[config.mk]
export PLATFORM = sky130hd
export DESIGN_NAME = paralelo_serial_flat
export DESIGN_NICKNAME = d
export VERILOG_FILES = /design/src/rtl/paralelo_serial_pkg.sv /design/src/rtl/paralelo_serial_if.sv /design/src/rtl/ps_bit_counter.sv /design/src/rtl/paralelo_serial.sv /design/src/flat_wrapper.sv
export SDC_FILE = /design/constraint.sdc
export NUM_CORES = 1
export LEC_CHECK = 0
export BUFFER_PORTS_ARGS = -buffer_cell sky130_fd_sc_hd__buf_4
export CAP_MARGIN = 15
export CORE_MARGIN = 2
export CORE_UTILIZATION = 29
export CTS_CLUSTER_SIZE = 28
export DETAILED_ROUTE_END_ITERATION = 10
export PLACE_DENSITY_LB_ADDON = 0.3
export SLEW_MARGIN = 30
export SYNTH_ARGS = -nofsm -noshare
export SYNTH_HDL_FRONTEND = slang
export SYNTH_SLANG_ARGS = --single-unit
[constraint.sdc]
create_clock -name clk -period 1.9 [get_ports clk]
set_input_delay 0.19 -clock clk [delete_from_list [all_inputs] [get_ports clk]]
set_output_delay 0.19 -clock clk [all_outputs]
set_load 0.02 [all_outputs]
[src/rtl/paralelo_serial_pkg.sv]
// Shared constants and state encoding for the paralelo_serial parallel-to-serial stage.
package paralelo_serial_pkg;

   localparam int         WIDTH_DEF      = 8;
   localparam logic [7:0] IDLE_SYM_DEF   = 8'hBC;
   localparam int         SYNC_COUNT_DEF = 4;

   typedef enum logic {
      SYNC   = 1'b0,
      ACTIVE = 1'b1
   } state_t;

   function automatic logic [15:0] satInc16(input logic [15:0] value);
      return (value == 16'hFFFF) ? value : value + 16'd1;
   endfunction

endpackage

[src/rtl/paralelo_serial_if.sv]
// Byte-side handshake and serial outputs of paralelo_serial.
// Optional PARALELO_SERIAL_STATS_EN adds the data_count statistics output.
interface paralelo_serial_if
   import paralelo_serial_pkg::*;
#(
   parameter int WIDTH = WIDTH_DEF
);

   logic [WIDTH-1:0] data_in;
   logic             valid_in;
   logic             load;
   logic             data_out;
   logic             synced;
`ifdef PARALELO_SERIAL_STATS_EN
   logic [15:0]      data_count;
`endif

   modport master (
      output data_in, valid_in,
`ifdef PARALELO_SERIAL_STATS_EN
      input  data_count,
`endif
      input  load, data_out, synced
   );

   modport slave (
      input  data_in, valid_in,
`ifdef PARALELO_SERIAL_STATS_EN
      output data_count,
`endif
      output load, data_out, synced
   );

endinterface

[src/rtl/ps_bit_counter.sv]
// Modulo-WIDTH bit counter; resets to WIDTH-1 so the first edge after reset is a symbol boundary.
module ps_bit_counter #(
   parameter  int WIDTH = 8,
   localparam int CW    = (WIDTH > 1) ? $clog2(WIDTH) : 1
) (
   input  logic clk,
   input  logic reset_L,
   output logic o_wrap
);

   logic [CW-1:0] r_bitCnt;

   always_ff @(posedge clk or negedge reset_L) begin
      if (!reset_L) begin
         r_bitCnt <= CW'(WIDTH - 1);
      end else if (o_wrap) begin
         r_bitCnt <= '0;
      end else begin
         r_bitCnt <= r_bitCnt + CW'(1);
      end
   end

   assign o_wrap = (r_bitCnt == CW'(WIDTH - 1));

endmodule

[src/rtl/paralelo_serial.sv]
// Parallel-to-serial stage: MSB-first serialiser with idle-symbol insertion and a post-reset sync phase.
// Define PARALELO_SERIAL_STATS_EN to add a saturating count of data bytes sent (bus.data_count).
module paralelo_serial
   import paralelo_serial_pkg::*;
#(
   parameter int               WIDTH      = WIDTH_DEF,
   parameter logic [WIDTH-1:0] IDLE_SYM   = IDLE_SYM_DEF,
   parameter int               SYNC_COUNT = SYNC_COUNT_DEF
) (
   input  logic               clk,
   input  logic               reset_L,
   paralelo_serial_if.slave   bus
);

   state_t           r_state;
   state_t           w_stateNext;
   logic [WIDTH-1:0] r_shiftReg;
   logic [WIDTH-1:0] w_shiftNext;
   logic [3:0]       r_syncCnt;
   logic [3:0]       w_syncNext;
   logic             w_load;

   ps_bit_counter #(
      .WIDTH (WIDTH)
   ) u_bitCounter (
      .clk     (clk),
      .reset_L (reset_L),
      .o_wrap  (w_load)
   );

   always_ff @(posedge clk or negedge reset_L) begin
      if (!reset_L) begin
         r_state <= SYNC;
      end else begin
         r_state <= w_stateNext;
      end
   end

   always_ff @(posedge clk or negedge reset_L) begin
      if (!reset_L) begin
         r_shiftReg <= '0;
         r_syncCnt  <= '0;
      end else begin
         r_shiftReg <= w_shiftNext;
         r_syncCnt  <= w_syncNext;
      end
   end

   // Only symbol boundaries look at the upstream byte; mid-symbol edges just shift.
   always_comb begin
      w_stateNext = r_state;
      w_shiftNext = {r_shiftReg[WIDTH-2:0], 1'b0};
      w_syncNext  = r_syncCnt;
      if (w_load) begin
         case (r_state)
            SYNC: begin
               w_shiftNext = IDLE_SYM;
               w_syncNext  = r_syncCnt + 4'd1;
               if (r_syncCnt == 4'(SYNC_COUNT - 1)) begin
                  w_stateNext = ACTIVE;
               end
            end
            ACTIVE: begin
               w_shiftNext = bus.valid_in ? bus.data_in : IDLE_SYM;
            end
         endcase
      end
   end

   assign bus.data_out = r_shiftReg[WIDTH-1];
   assign bus.load     = w_load;
   assign bus.synced   = (r_state == ACTIVE);

`ifdef PARALELO_SERIAL_STATS_EN
   logic [15:0] r_dataCount;

   always_ff @(posedge clk or negedge reset_L) begin
      if (!reset_L) begin
         r_dataCount <= '0;
      end else if (w_load && (r_state == ACTIVE) && bus.valid_in) begin
         r_dataCount <= satInc16(r_dataCount);
      end
   end

   assign bus.data_count = r_dataCount;
`endif

endmodule

[src/flat_wrapper.sv]
// flat-port wrapper written by rule: the top's interface ports become plain ports
module paralelo_serial_flat import paralelo_serial_pkg::*;
#(
   parameter int               WIDTH      = WIDTH_DEF,
   parameter logic [WIDTH-1:0] IDLE_SYM   = IDLE_SYM_DEF,
   parameter int               SYNC_COUNT = SYNC_COUNT_DEF
)
  (clk, reset_L, bus_data_in, bus_valid_in, bus_load, bus_data_out, bus_synced);
  paralelo_serial_if #(.WIDTH(WIDTH)) bus_i ();
  input  logic clk;
  input  logic reset_L;
  input wire logic [$bits(bus_i.data_in)-1:0] bus_data_in;
  input wire logic [$bits(bus_i.valid_in)-1:0] bus_valid_in;
  output wire logic [$bits(bus_i.load)-1:0] bus_load;
  output wire logic [$bits(bus_i.data_out)-1:0] bus_data_out;
  output wire logic [$bits(bus_i.synced)-1:0] bus_synced;
  assign bus_i.data_in = bus_data_in;
  assign bus_i.valid_in = bus_valid_in;
  assign bus_load = bus_i.load;
  assign bus_data_out = bus_i.data_out;
  assign bus_synced = bus_i.synced;
  paralelo_serial #(.WIDTH(WIDTH), .IDLE_SYM(IDLE_SYM), .SYNC_COUNT(SYNC_COUNT)) u_core (.clk(clk), .reset_L(reset_L), .bus(bus_i));
endmodule
==> metrics <==
period utilisation layout 0.7869; Worst Path Class, Setup reg -> out; outcome finished, final reports clean; most frequent cells in the layout 14 x buf_4, 13 x nor2_1, 13 x dfrtp_1; core area 0.002170 mm2; crit path DAT 1310 ps; Multi-input gate area 227.7 um2; routing usage on met1 0.1171; RSZ-0062 raised after global routing no; slew margin rel. 0.8192; VDD IR-drop max 527.8 uV; largest family of logic cells by synthesized area simple AND/OR/NAND/NOR gates; worst hold path endpoint u_core.r_shiftReg[0]$_DFF_PN0_; clock slew at reported path FFs 90 ps; H-tree depth 1; Register Area 404.1 um2; worst slew pin tran 270.6 ps; busiest grt layer met2; Post-Synth XOR/XNOR Area 0.04008; r2r setup slk 450 ps; post-place setup slack 451.4 ps; Seq cells post-synth 16; CP required 1710 ps; initial DRC count 4; Post-Syn Nets 72; ANT nets after route 0; post-synthesis compound-gate area fraction 0.07061; clk root buf clkbuf_4; layout overhead on the synthesized area 25.95%; Sink Count 16; CTS Buffer Depth 2; Fillers 230; die area 0.002657 mm2; pwr dens 732.9 mW/mm2; nets@finish 90; initial antenna violation count 0; final hold viol count 0; IO Port Bufs 13; setup TNS 0 ps; worst r2r src u_core.u_bitCounter.r_bitCnt[0]$_DFF_PN1_; final cell count without fillers 102; Synth cell types 17; synthesized cell area 655.6 um2; startpoint of the worst hold path bus_data_in[0]; multiplexer area fraction after synthesis 0.02290; gr usage total 0.09852; post-synthesis simple-gate area fraction 0.1374; Synth Area in Adders 0.07634; Initial Utilization 0.3022; pin count of the biggest net entering global routing 18; worst setup path startpoint u_core.u_bitCounter.r_bitCnt[0]$_DFF_PN1_; wire length of the first global-routing pass 1.876 mm; R2R Path End u_core.r_syncCnt[1]$_DFFE_PN0P_; Leak 0.4028 nW; 1st-pass router iterations 4; hold crit path type in -> reg; FMAX 668.8 MHz; placer congestion estimate 0.7350; Die Y 51.55 um; maxcap violations 0; final worst slack 404.9 ps; Via density 4.245; Rows 17; routing usage on met2 0.1560; post-detail-place hpwl 737.2 um; final core occ 0.3806; routed len/inst 10.00 um; commonest non-fill, non-tap cell in the layout buf_4; Inserted Clock Buffers 3; CTS tree done; chip width 51.55 um; Top Ports 14; Worst R2R Path Depth 4; vias post-DR 433; sequential fraction of the synthesis area 0.6164; total length of routed wires 1.020 mm; Crit Path Max Fanout 2; grt total ovfl 0; global routing usage on met3 0.06034; hold depth 3; ant diodes 0; Residual DRC 0; cell count after placement 97; CP endpoint kind primary output; Final Skew 2.512 ps; worst-skew pair later-pin latency 280 ps; Post-Synthesis Cells 57; vias in the first global route 414; fin. max-slew vios 0; layout cells sized above 1 0.3243; setup violators final 0; min cycle time layout 1495 ps; crit path launch type flip-flop; count of warnings emitted by yosys 0; syn avg cell area 11.50 um2
[worst max path at each step]
stage | end | slack [ps]
after floorplan | u_core.r_syncCnt[1]$_DFFE_PN0P_ | 390
after global placement | u_core.r_syncCnt[1]$_DFFE_PN0P_ | 480
after detailed placement | u_core.r_syncCnt[1]$_DFFE_PN0P_ | 450
after CTS | bus_load | 380
after global routing | bus_load | 310
final | bus_load | 400
[worst max-delay path, stage by stage, from the launching register on]
cell and delay [ps]:
dfstp_2 540, ha_1 170, ha_1 180, buf_4 150
[stage by stage]
stage / cell area [um2] / hold WS (ps) / power [W]
floorplan: 655.6 / -105.6 / 0.0003670
global placement: 779.5 / 58.56 / 0.0003926
detailed placement: 779.5 / 61.54 / 0.0003935
CTS: 825.8 / 109.9 / 0.0006195
global route: 825.8 / 100.3 / 0.0006388
finish: 825.8 / 119.5 / 0.0006052
[synthesized netlist by cell type]
master / count / area share
mux2_4: 1 / 0.023
ha_1: 4 / 0.076
nor2_1: 13 / 0.074
nor2b_1: 1 / 0.0095
and2b_4: 1 / 0.015
nand4_1: 1 / 0.0095
dfstp_2: 3 / 0.12
buf_6: 1 / 0.017
inv_1: 2 / 0.011
o22ai_1: 2 / 0.019
a21oi_1: 5 / 0.038
nand2_1: 5 / 0.029
xnor2_1: 2 / 0.027
xor2_1: 1 / 0.013
buf_2: 1 / 0.0076
a31o_2: 1 / 0.013
dfrtp_1: 13 / 0.50
[state kept, by name, indices dropped and copies added, names as in the netlist]
| register | flops |
|---|---|
| u_core.u_bitCounter.r_bitCnt | 3 |
| u_core.bus.synced | 1 |
| u_core.r_syncCnt | 4 |
| u_core.r_shiftReg | 8 |
[area by class of cell]
| class | count | share of cell area |
|---|---|---|
| tap | 28 | 0.04242 |
| inverter | 2 | 0.009091 |
| clock buffer | 4 | 0.04394 |
| sequential | 16 | 0.4894 |
| timing repair buffer | 15 | 0.1394 |
| multi-input combinational | 37 | 0.2758 |
[layer usage]
layer	up-vias	share of wire
met4	0	0
met3	0	0.085
met5	-	0
met1	201	0.45
met2	11	0.46
li1	221	-
[what timing repair did]
item,4_1_cts,5_1_grt
buffers inserted,0,0
endpoints found under the hold margin,16,0
gates resized for setup,0,0
hold buffers,1,0
[power breakdown]
group,total (W),internal [W],switching (W)
Combinational,0.0000378,0.0000200,0.0000178
Sequential,0.000350,0.000348,0.00000184
Clock,0.000218,0.000117,0.000101
[logic make-up after synthesis]
family | count (synthesis)
buffers and inverters | 4
AND/OR/NAND/NOR | 21
XOR/XNOR | 3
AO/OA/AOI/OAI | 8
adder cells (fa/ha/maj) | 4
flip-flops | 16
multiplexers | 1
Note: power is estimated with default switching activity, not from simulation.
